<file path="config.mk">
export PLATFORM = sky130hd
export DESIGN_NAME = inst_fetcher
export DESIGN_NICKNAME = d
export VERILOG_FILES = /design/src/rtl/inst_fetcher.sv
export SDC_FILE = /design/constraint.sdc
export NUM_CORES = 1
export LEC_CHECK = 0
export ABC_CLOCK_PERIOD_IN_PS = 2500
export CORE_UTILIZATION = 45
export DETAILED_ROUTE_END_ITERATION = 8
export GPL_ROUTABILITY_DRIVEN = 0
export PLACE_DENSITY = 0.85
export SYNTH_ARGS = -nofsm -noshare
export SYNTH_HDL_FRONTEND = slang
export SYNTH_SLANG_ARGS = --single-unit
export TNS_END_PERCENT = 5
</file>
<file path="constraint.sdc">
create_clock -name clk -period 2.5 [get_ports clk]
set_input_delay 0.375 -clock clk [delete_from_list [all_inputs] [get_ports clk]]
set_output_delay 0.375 -clock clk [all_outputs]
set_load 0.01 [all_outputs]
</file>
<file path="src/rtl/inst_fetcher.sv">
// Instruction fetcher: assembles a 32-bit little-endian instruction one byte
// at a time. Each byte is looked up in the cache first. On a miss the byte is
// read over the memory bus and written back into the cache.
module inst_fetcher #(
  parameter int MEM_LAT = 1
) (
  input  logic        clk,
  input  logic        rst,
  input  logic        rdy,
  input  logic [31:0] pc_i,
  input  logic        req_i,
  input  logic        flush_i,
  output logic [31:0] cache_raddr_o,
  input  logic        cache_hit_i,
  input  logic [7:0]  cache_data_i,
  output logic        cache_we_o,
  output logic [31:0] cache_waddr_o,
  output logic [7:0]  cache_wdata_o,
  output logic        mem_req_o,
  input  logic        mem_gnt_i,
  output logic [31:0] mem_addr_o,
  input  logic [7:0]  mem_data_i,
  output logic [31:0] inst_o,
  output logic [31:0] inst_pc_o,
  output logic        inst_valid_o,
  output logic        busy_o
);

  typedef enum logic [1:0] {IDLE, LOOKUP, MEMRD, DONE} state_t;

  // Wait counter compares against the latency; 1..3 fits in two bits.
  localparam logic [1:0] LAT = 2'(MEM_LAT);

  state_t          state_q, state_d;
  logic [1:0]      cnt_q, cnt_d;
  logic [1:0]      wcnt_q, wcnt_d;
  logic            granted_q, granted_d;
  logic [31:0]     fetch_pc_q, fetch_pc_d;
  logic [3:0][7:0] buf_q, buf_d;
  logic [31:0]     inst_q, inst_d;
  logic [31:0]     inst_pc_q, inst_pc_d;
  logic [31:0]     byte_addr;

  // Address of the byte currently being fetched (wraps modulo 2^32).
  assign byte_addr = fetch_pc_q + {30'd0, cnt_q};

  // State registers; reset clears everything, otherwise take the next values.
  always_ff @(posedge clk) begin
    if (rst) begin
      state_q    <= IDLE;
      cnt_q      <= '0;
      wcnt_q     <= '0;
      granted_q  <= 1'b0;
      fetch_pc_q <= '0;
      buf_q      <= '0;
      inst_q     <= '0;
      inst_pc_q  <= '0;
    end else begin
      state_q    <= state_d;
      cnt_q      <= cnt_d;
      wcnt_q     <= wcnt_d;
      granted_q  <= granted_d;
      fetch_pc_q <= fetch_pc_d;
      buf_q      <= buf_d;
      inst_q     <= inst_d;
      inst_pc_q  <= inst_pc_d;
    end
  end

  // Next-state and output logic; rdy low leaves every _d equal to its _q.
  always_comb begin
    state_d       = state_q;
    cnt_d         = cnt_q;
    wcnt_d        = wcnt_q;
    granted_d     = granted_q;
    fetch_pc_d    = fetch_pc_q;
    buf_d         = buf_q;
    inst_d        = inst_q;
    inst_pc_d     = inst_pc_q;
    cache_raddr_o = '0;
    cache_we_o    = 1'b0;
    cache_waddr_o = '0;
    cache_wdata_o = '0;
    mem_req_o     = 1'b0;
    mem_addr_o    = '0;
    inst_valid_o  = 1'b0;
    busy_o        = (state_q != IDLE);
    // The DONE cycle presents the fresh buffer; other cycles hold the last result.
    inst_o        = (state_q == DONE) ? buf_q : inst_q;
    inst_pc_o     = (state_q == DONE) ? fetch_pc_q : inst_pc_q;

    if (state_q == LOOKUP) cache_raddr_o = byte_addr;

    if (rdy) begin
      if (flush_i) begin
        // Redirect: drop the fetch, including any outstanding bus read.
        state_d   = IDLE;
        cnt_d     = '0;
        wcnt_d    = '0;
        granted_d = 1'b0;
      end else begin
        case (state_q)
          IDLE: begin
            if (req_i) begin
              fetch_pc_d = pc_i;
              cnt_d      = '0;
              state_d    = LOOKUP;
            end
          end
          LOOKUP: begin
            if (cache_hit_i) begin
              buf_d[cnt_q] = cache_data_i;
              if (cnt_q == 2'd3) state_d = DONE;
              else               cnt_d   = cnt_q + 2'd1;
            end else begin
              granted_d = 1'b0;
              wcnt_d    = '0;
              state_d   = MEMRD;
            end
          end
          MEMRD: begin
            if (!granted_q) begin
              mem_req_o = 1'b1;
              if (mem_gnt_i) begin
                mem_addr_o = byte_addr;
                granted_d  = 1'b1;
                wcnt_d     = 2'd1;
              end
            end else if (wcnt_q == LAT) begin
              // Capture cycle: fill the cache and the buffer lane together.
              cache_we_o    = 1'b1;
              cache_waddr_o = byte_addr;
              cache_wdata_o = mem_data_i;
              buf_d[cnt_q]  = mem_data_i;
              granted_d     = 1'b0;
              wcnt_d        = '0;
              if (cnt_q == 2'd3) begin
                state_d = DONE;
              end else begin
                cnt_d   = cnt_q + 2'd1;
                state_d = LOOKUP;
              end
            end else begin
              wcnt_d = wcnt_q + 2'd1;
            end
          end
          DONE: begin
            inst_valid_o = 1'b1;
            inst_d       = buf_q;
            inst_pc_d    = fetch_pc_q;
            state_d      = IDLE;
          end
          default: state_d = IDLE;
        endcase
      end
    end

    if (rst) begin
      cache_raddr_o = '0;
      cache_we_o    = 1'b0;
      cache_waddr_o = '0;
      cache_wdata_o = '0;
      mem_req_o     = 1'b0;
      mem_addr_o    = '0;
      inst_valid_o  = 1'b0;
      busy_o        = 1'b0;
      inst_o        = '0;
      inst_pc_o     = '0;
    end
  end

endmodule

</file>
Word level (Yosys, flattened, before mapping)
Index checks and enable logic that the tools add are counted.

cells by class
  add/subtract/negate cells = 3
  $lt $le $gt $ge = 2
  equal/unequal tests = 15
  muxes and demuxes = 75
  bitwise operators = 1
  reductions and logical operators = 13

operators by type and width
  operator                                                                       number
  32-bit two-way mux                                                             21
  32-bit bitwise mux                                                             2
  32-bit case mux with 2 select lines                                            1
  8-bit two-way mux                                                              7
  2-bit two-way mux                                                              18
  32-bit by 2-bit adder with 32-bit output                                       1
  1-bit two-way mux                                                              21
  8-bit demux with 2-bit select                                                  1
  3-bit inequality test (second input constant)                                  5
  6-bit AND reduction                                                            2
  2-bit case mux with 4 select lines                                             1
  4-bit AND reduction                                                            2
  2-bit == test (second input constant)                                          3
  2-bit inequality test (second input constant)                                  3
  2-bit case mux with 3 select lines                                             1
  5-bit AND reduction                                                            1
  2-bit by 1-bit adder with 2-bit output (second input constant)                 2
  2-bit by 1-bit == test with 1-bit output (second input constant)               2
  4-bit by 3-bit inequality test with 1-bit output (second input constant)       1
  4-bit inequality test (second input constant)                                  1
  2-bit case mux with 2 select lines                                             1
  2-bit nonzero test                                                             2
  4-bit nonzero test                                                             1
  2-bit by 3-bit less-than comparator with 1-bit output (second input constant)  1
  other kinds (8)                                                                8

word-level totals
  register bits after elaboration = 135
  output and inout port bits = 172

Depth between registers and ports, before layout
Gate-level depths: netlist (run 1).

  depth after elaboration = 8
  mapped depth = 8
  mapped depth without buffers = 7

Worst setup path after synthesis (run 1)
OpenSTA, ideal clock, no wires.

  path kind = reg2out
  start = register cnt_q[0]
  end = output cache_raddr_o[24]
  arrival = 1922 ps
  setup slack = 203 ps
  cell stages (with the launch flop) = 7
  path through = dfxtp_1 ha_1 fa_1 clkbuf_1 nand3_2 or4_1 a21oi_1

between the ends
  word-level cells in the longest chain between the ends = 3

RTL lines
  item                                      line  text
  start: declaration                        35    logic [1:0] cnt_q, cnt_d;
  start signal: assignment                  60    cnt_q <= cnt_d;
  32-bit by 2-bit adder with 32-bit output  45    assign byte_addr = fetch_pc_q + {30'd0, cnt_q};
  32-bit two-way mux                        92    if (state_q == LOOKUP) cache_raddr_o = byte_addr;
  32-bit two-way mux                        158   if (rst) begin
  end: declaration                          13    output logic [31:0] cache_raddr_o,

No other way between the ends.

Worst setup path in the final report (run 1)
  start = register fetch_pc_q[1]
  end = output cache_raddr_o[17]

between the ends
  word-level cells in the longest chain between the ends = 3

RTL lines
  item                                      line  text
  start: declaration                        38    logic [31:0] fetch_pc_q, fetch_pc_d;
  start signal: assignment                  63    fetch_pc_q <= fetch_pc_d;
  32-bit by 2-bit adder with 32-bit output  45
  32-bit two-way mux                        92
  32-bit two-way mux                        158

No other way between the ends.

==> flow_summary.json, run 1 <==
{
  "cts-root-buf": "clkbuf_16",
  "fp.dieArea_um2": 17130,
  "start_kind": "flip-flop",
  "hold_viol": 0,
  "synth.area.top_cells": "dfxtp_1 36%, nand2_1 11%, a21oi_1 11%, mux2i_1 9.9%, nor2_1 6.9%",
  "period_share_pct": 112.7,
  "synth.avg_cell_area_um2": 7.519,
  "synth_mux_area_share_pct": 10.25,
  "max_stage_delay_ns": 0.36,
  "cp_slowest_cell": "dfxtp_4",
  "synth_top_area_cell": "dfxtp_1",
  "cap_violations": 0,
  "synthAdderAreaFrac_pct": 2.109,
  "final.setup_skew_ns": 0.006910,
  "multiInputGateArea_um2": 4847,
  "drtIter0Drc": 773,
  "grt_usage_pct": 30.14,
  "htreeDepth": 4,
  "ys_seq_area_share_pct": 36.16,
  "cts_tree": "done",
  "leakagePower_nw": 4.561,
  "setup_viol": 78,
  "synth-edff-count": 0,
  "hp-class": "input port to flip-flop",
  "vias": 8388,
  "wirelength_um": 26750,
  "ctsLongestPathBuffers": 2,
  "dp_hpwl_um": 17040,
  "yosysMostFrequentCell": "nand2_1",
  "synthCells": 994,
  "cp_top_family": "simple AND/OR/NAND/NOR gates",
  "die_w_um": 130.9,
  "numCtsBuffers": 17,
  "cts_sinks": 135,
  "setup.worst_path.class": "flip-flop to output port",
  "synth_xor_area_share_pct": 1.172,
  "synth_compound_area_share_pct": 18.92,
  "grt_overflow": 0,
  "synthSimpleGateAreaFrac_pct": 25.53,
  "clk_pin_slew_ns": 0.06,
  "synth_top_area_share_pct": 36.16,
  "cp.arrival_ns": 2.44,
  "post-route-min-period_ns": 2.818,
  "yosys_warnings": 0,
  "routed_via_density": 5.596,
  "grt_pass1_wl_um": 40010,
  "antenna_found_initial": 0,
  "path_cells": "ha_4, a21o_4, nand4_1, buf_4, buf_6, or3_4, a21oi_2, buf_4",
  "max_freq_mhz": 354.8,
  "start_util_pct": 46.54,
  "power.density_nw_per_um2": 428.9,
  "p_total_mw": 4.894,
  "final-seq-area_um2": 2719,
  "ys_seq_elements": 135,
  "status": "finished with violations",
  "whs_ns": 0.2888,
  "insertion_delay_ns": 0.43,
  "worstSetupEndpointType": "output port",
  "ys_top_cells_by_count": "210 x nand2_1, 157 x a21oi_1, 138 x nor2_1",
  "drcViolationCount": 0,
  "ir_worst_vdd_uv": 506.4,
  "yosys_most_used_dff": "dfxtp_1",
  "cp.required_ns": 2.12,
  "cp_num_buf_inv": 3,
  "synth.distinct_cells": 55,
  "rsz0062_at_grt": "yes",
  "core_area_um2": 16060,
  "drv_slew": 0,
  "instances_no_fill": 1499,
  "grt_max_degree": 102,
  "path_max_fanout": 4,
  "setup_slack_ns": -0.3181,
  "die_h_um": 130.9,
  "async_flop_share_pct": 0,
  "ant_nets": 0,
  "rows": 46,
  "pin_count": 227,
  "fillers": 1196,
  "dp_cells": 1441,
  "area.growth.synth_to_final_pct": 52.70,
  "max_slew_margin_pct": 52.40,
  "nNetsFinal": 1337,
  "first_pass_iters": 5,
  "syn_nets": 1061,
  "drive_gt1_share_pct": 26.13,
  "io_buffers": 226,
  "worst_pin_slew_ns": 0.6942,
  "grt_pass1_vias": 7903,
  "crit_top_cell": "buf_4",
  "avgRoutedWirePerCell_um": 17.85,
  "syn-cell-area_um2": 7473,
  "failed_checks": "negative setup slack",
  "synth_top_family_by_area": "simple AND/OR/NAND/NOR gates"
}
path summary, 6_finish.rpt:
kind	start	endpoint	slack (ns)	depth (start not counted)
setup reg to reg	state_q[1]	buf_q[12]	0.34	8
setup / recovery	fetch_pc_q[1]	cache_raddr_o[17]	-0.32	8
hold reg to reg	inst_q[11]	inst_q[11]	0.45	2
hold / removal	rst	inst_q[4]	0.29	3
metrics by stage:
stage | setup WS (ns) | utilization [%] | cell area [um2] | setup TNS, ns
after global routing | -0.3974 | 71.05 | 11410 | -15.80
after floorplan | 0.2032 | - | 7473 | 0
after detailed placement | -0.2922 | 65.25 | 10480 | -18.04
after CTS | -0.2397 | 70.20 | 11270 | -9.133
after global placement | -0.2545 | 65.25 | 10480 | -15.77
final | -0.3181 | 71.07 | 11410 | -9.155
cell usage in the layout, fill, tap and decap left out, types with 4 or more instances in the layout:
cell type        count
clkinvlp_4           6
ha_4                 4
and2_1               9
or4_4               13
xor2_2               6
a21oi_1            129
mux2i_1             71
clkdlybuf4s50_1     61
o21ai_1              4
nand3_1              9
buf_2               60
and3_1               4
buf_4               89
o31ai_2              6
nand4_1             11
dlymetal6s2s_1      18
a211oi_1            32
clkbuf_2             6
and4_1               4
a21oi_2             28
buf_6               11
nor2_1             135
nand2_1            208
dlygate4sd2_1       66
dfxtp_1            126
clkbuf_16           17
inv_1               15
nand3_2              5
clkdlybuf4s15_2      7
o31ai_1              8
clkdlybuf4s15_1      5
a2111oi_4            4
buf_12              15
nand2b_1             4
dfxtp_2              7
or3_4                6
ha_1                 6
area by class of cell:
cell class / count / area share, %
diodes: 1 / 0.02193
clock buffers: 20 / 4.089
clock inverters: 11 / 0.6797
inverters: 17 / 0.5591
multi-input cells: 761 / 42.47
flip-flops and latches: 135 / 23.82
well taps: 216 / 2.368
repair buffers: 338 / 25.98
routing by layer:
metal	track usage [%]	share of wire, %
met4	16.77	4.4
met2	50.08	49
met1	35.98	39
met3	6.881	7.4
met5	0	0
state kept, by name, summed over array words and instances, names as in the netlist:
signal	cells
inst_q	32
wcnt_q	2
fetch_pc_q	32
cnt_q	2
state_q	2
granted_q	1
buf_q	32
inst_pc_q	32
tightest hold or removal path, stage by stage:
cell	delay, ns
buf_6	0.07
buf_4	0.16
a21oi_1	0.05
cells by family (layout without fill, tap and decap cells):
kind of cell,count (synthesis),in the layout
adders and majority gates,12,12
xor gates and xnor gates,10,10
buffers and inverters,99,386
muxes,76,76
AOI/OAI and AO/OA,231,231
DFF,135,135
and+or+nand+nor,431,432
other,0,1
where the power goes:
part | switching [mW] | internal, mW | leakage [nW]
combinational | 0.227 | 0.177 | 3.21
clock | 0.963 | 1.33 | 0.252
sequential | 0.0193 | 2.17 | 1.09
total | 1.21 | 3.68 | 4.56
repair_timing:
item                       4_1_cts  5_1_grt
pin swaps                       38       19
setup buffers                   18        7
resized for setup              434       76
cloned                           1        0
hold buffers                     0        0
setup endpoints to repair      164      120
Power figures use the tool's default switching activity.
==> run 2, diff against run 1 <==
- SLEW_MARGIN: unset -> 20
==> results of run 2 <==
Same layout as run 1: the final DEF is identical, and so are final timing and power.
==> run 3, diff against run 2 <==
- CAP_MARGIN: unset -> 20
==> results of run 3 <==
Same layout as run 1: the final DEF is identical, and so are final timing and power.
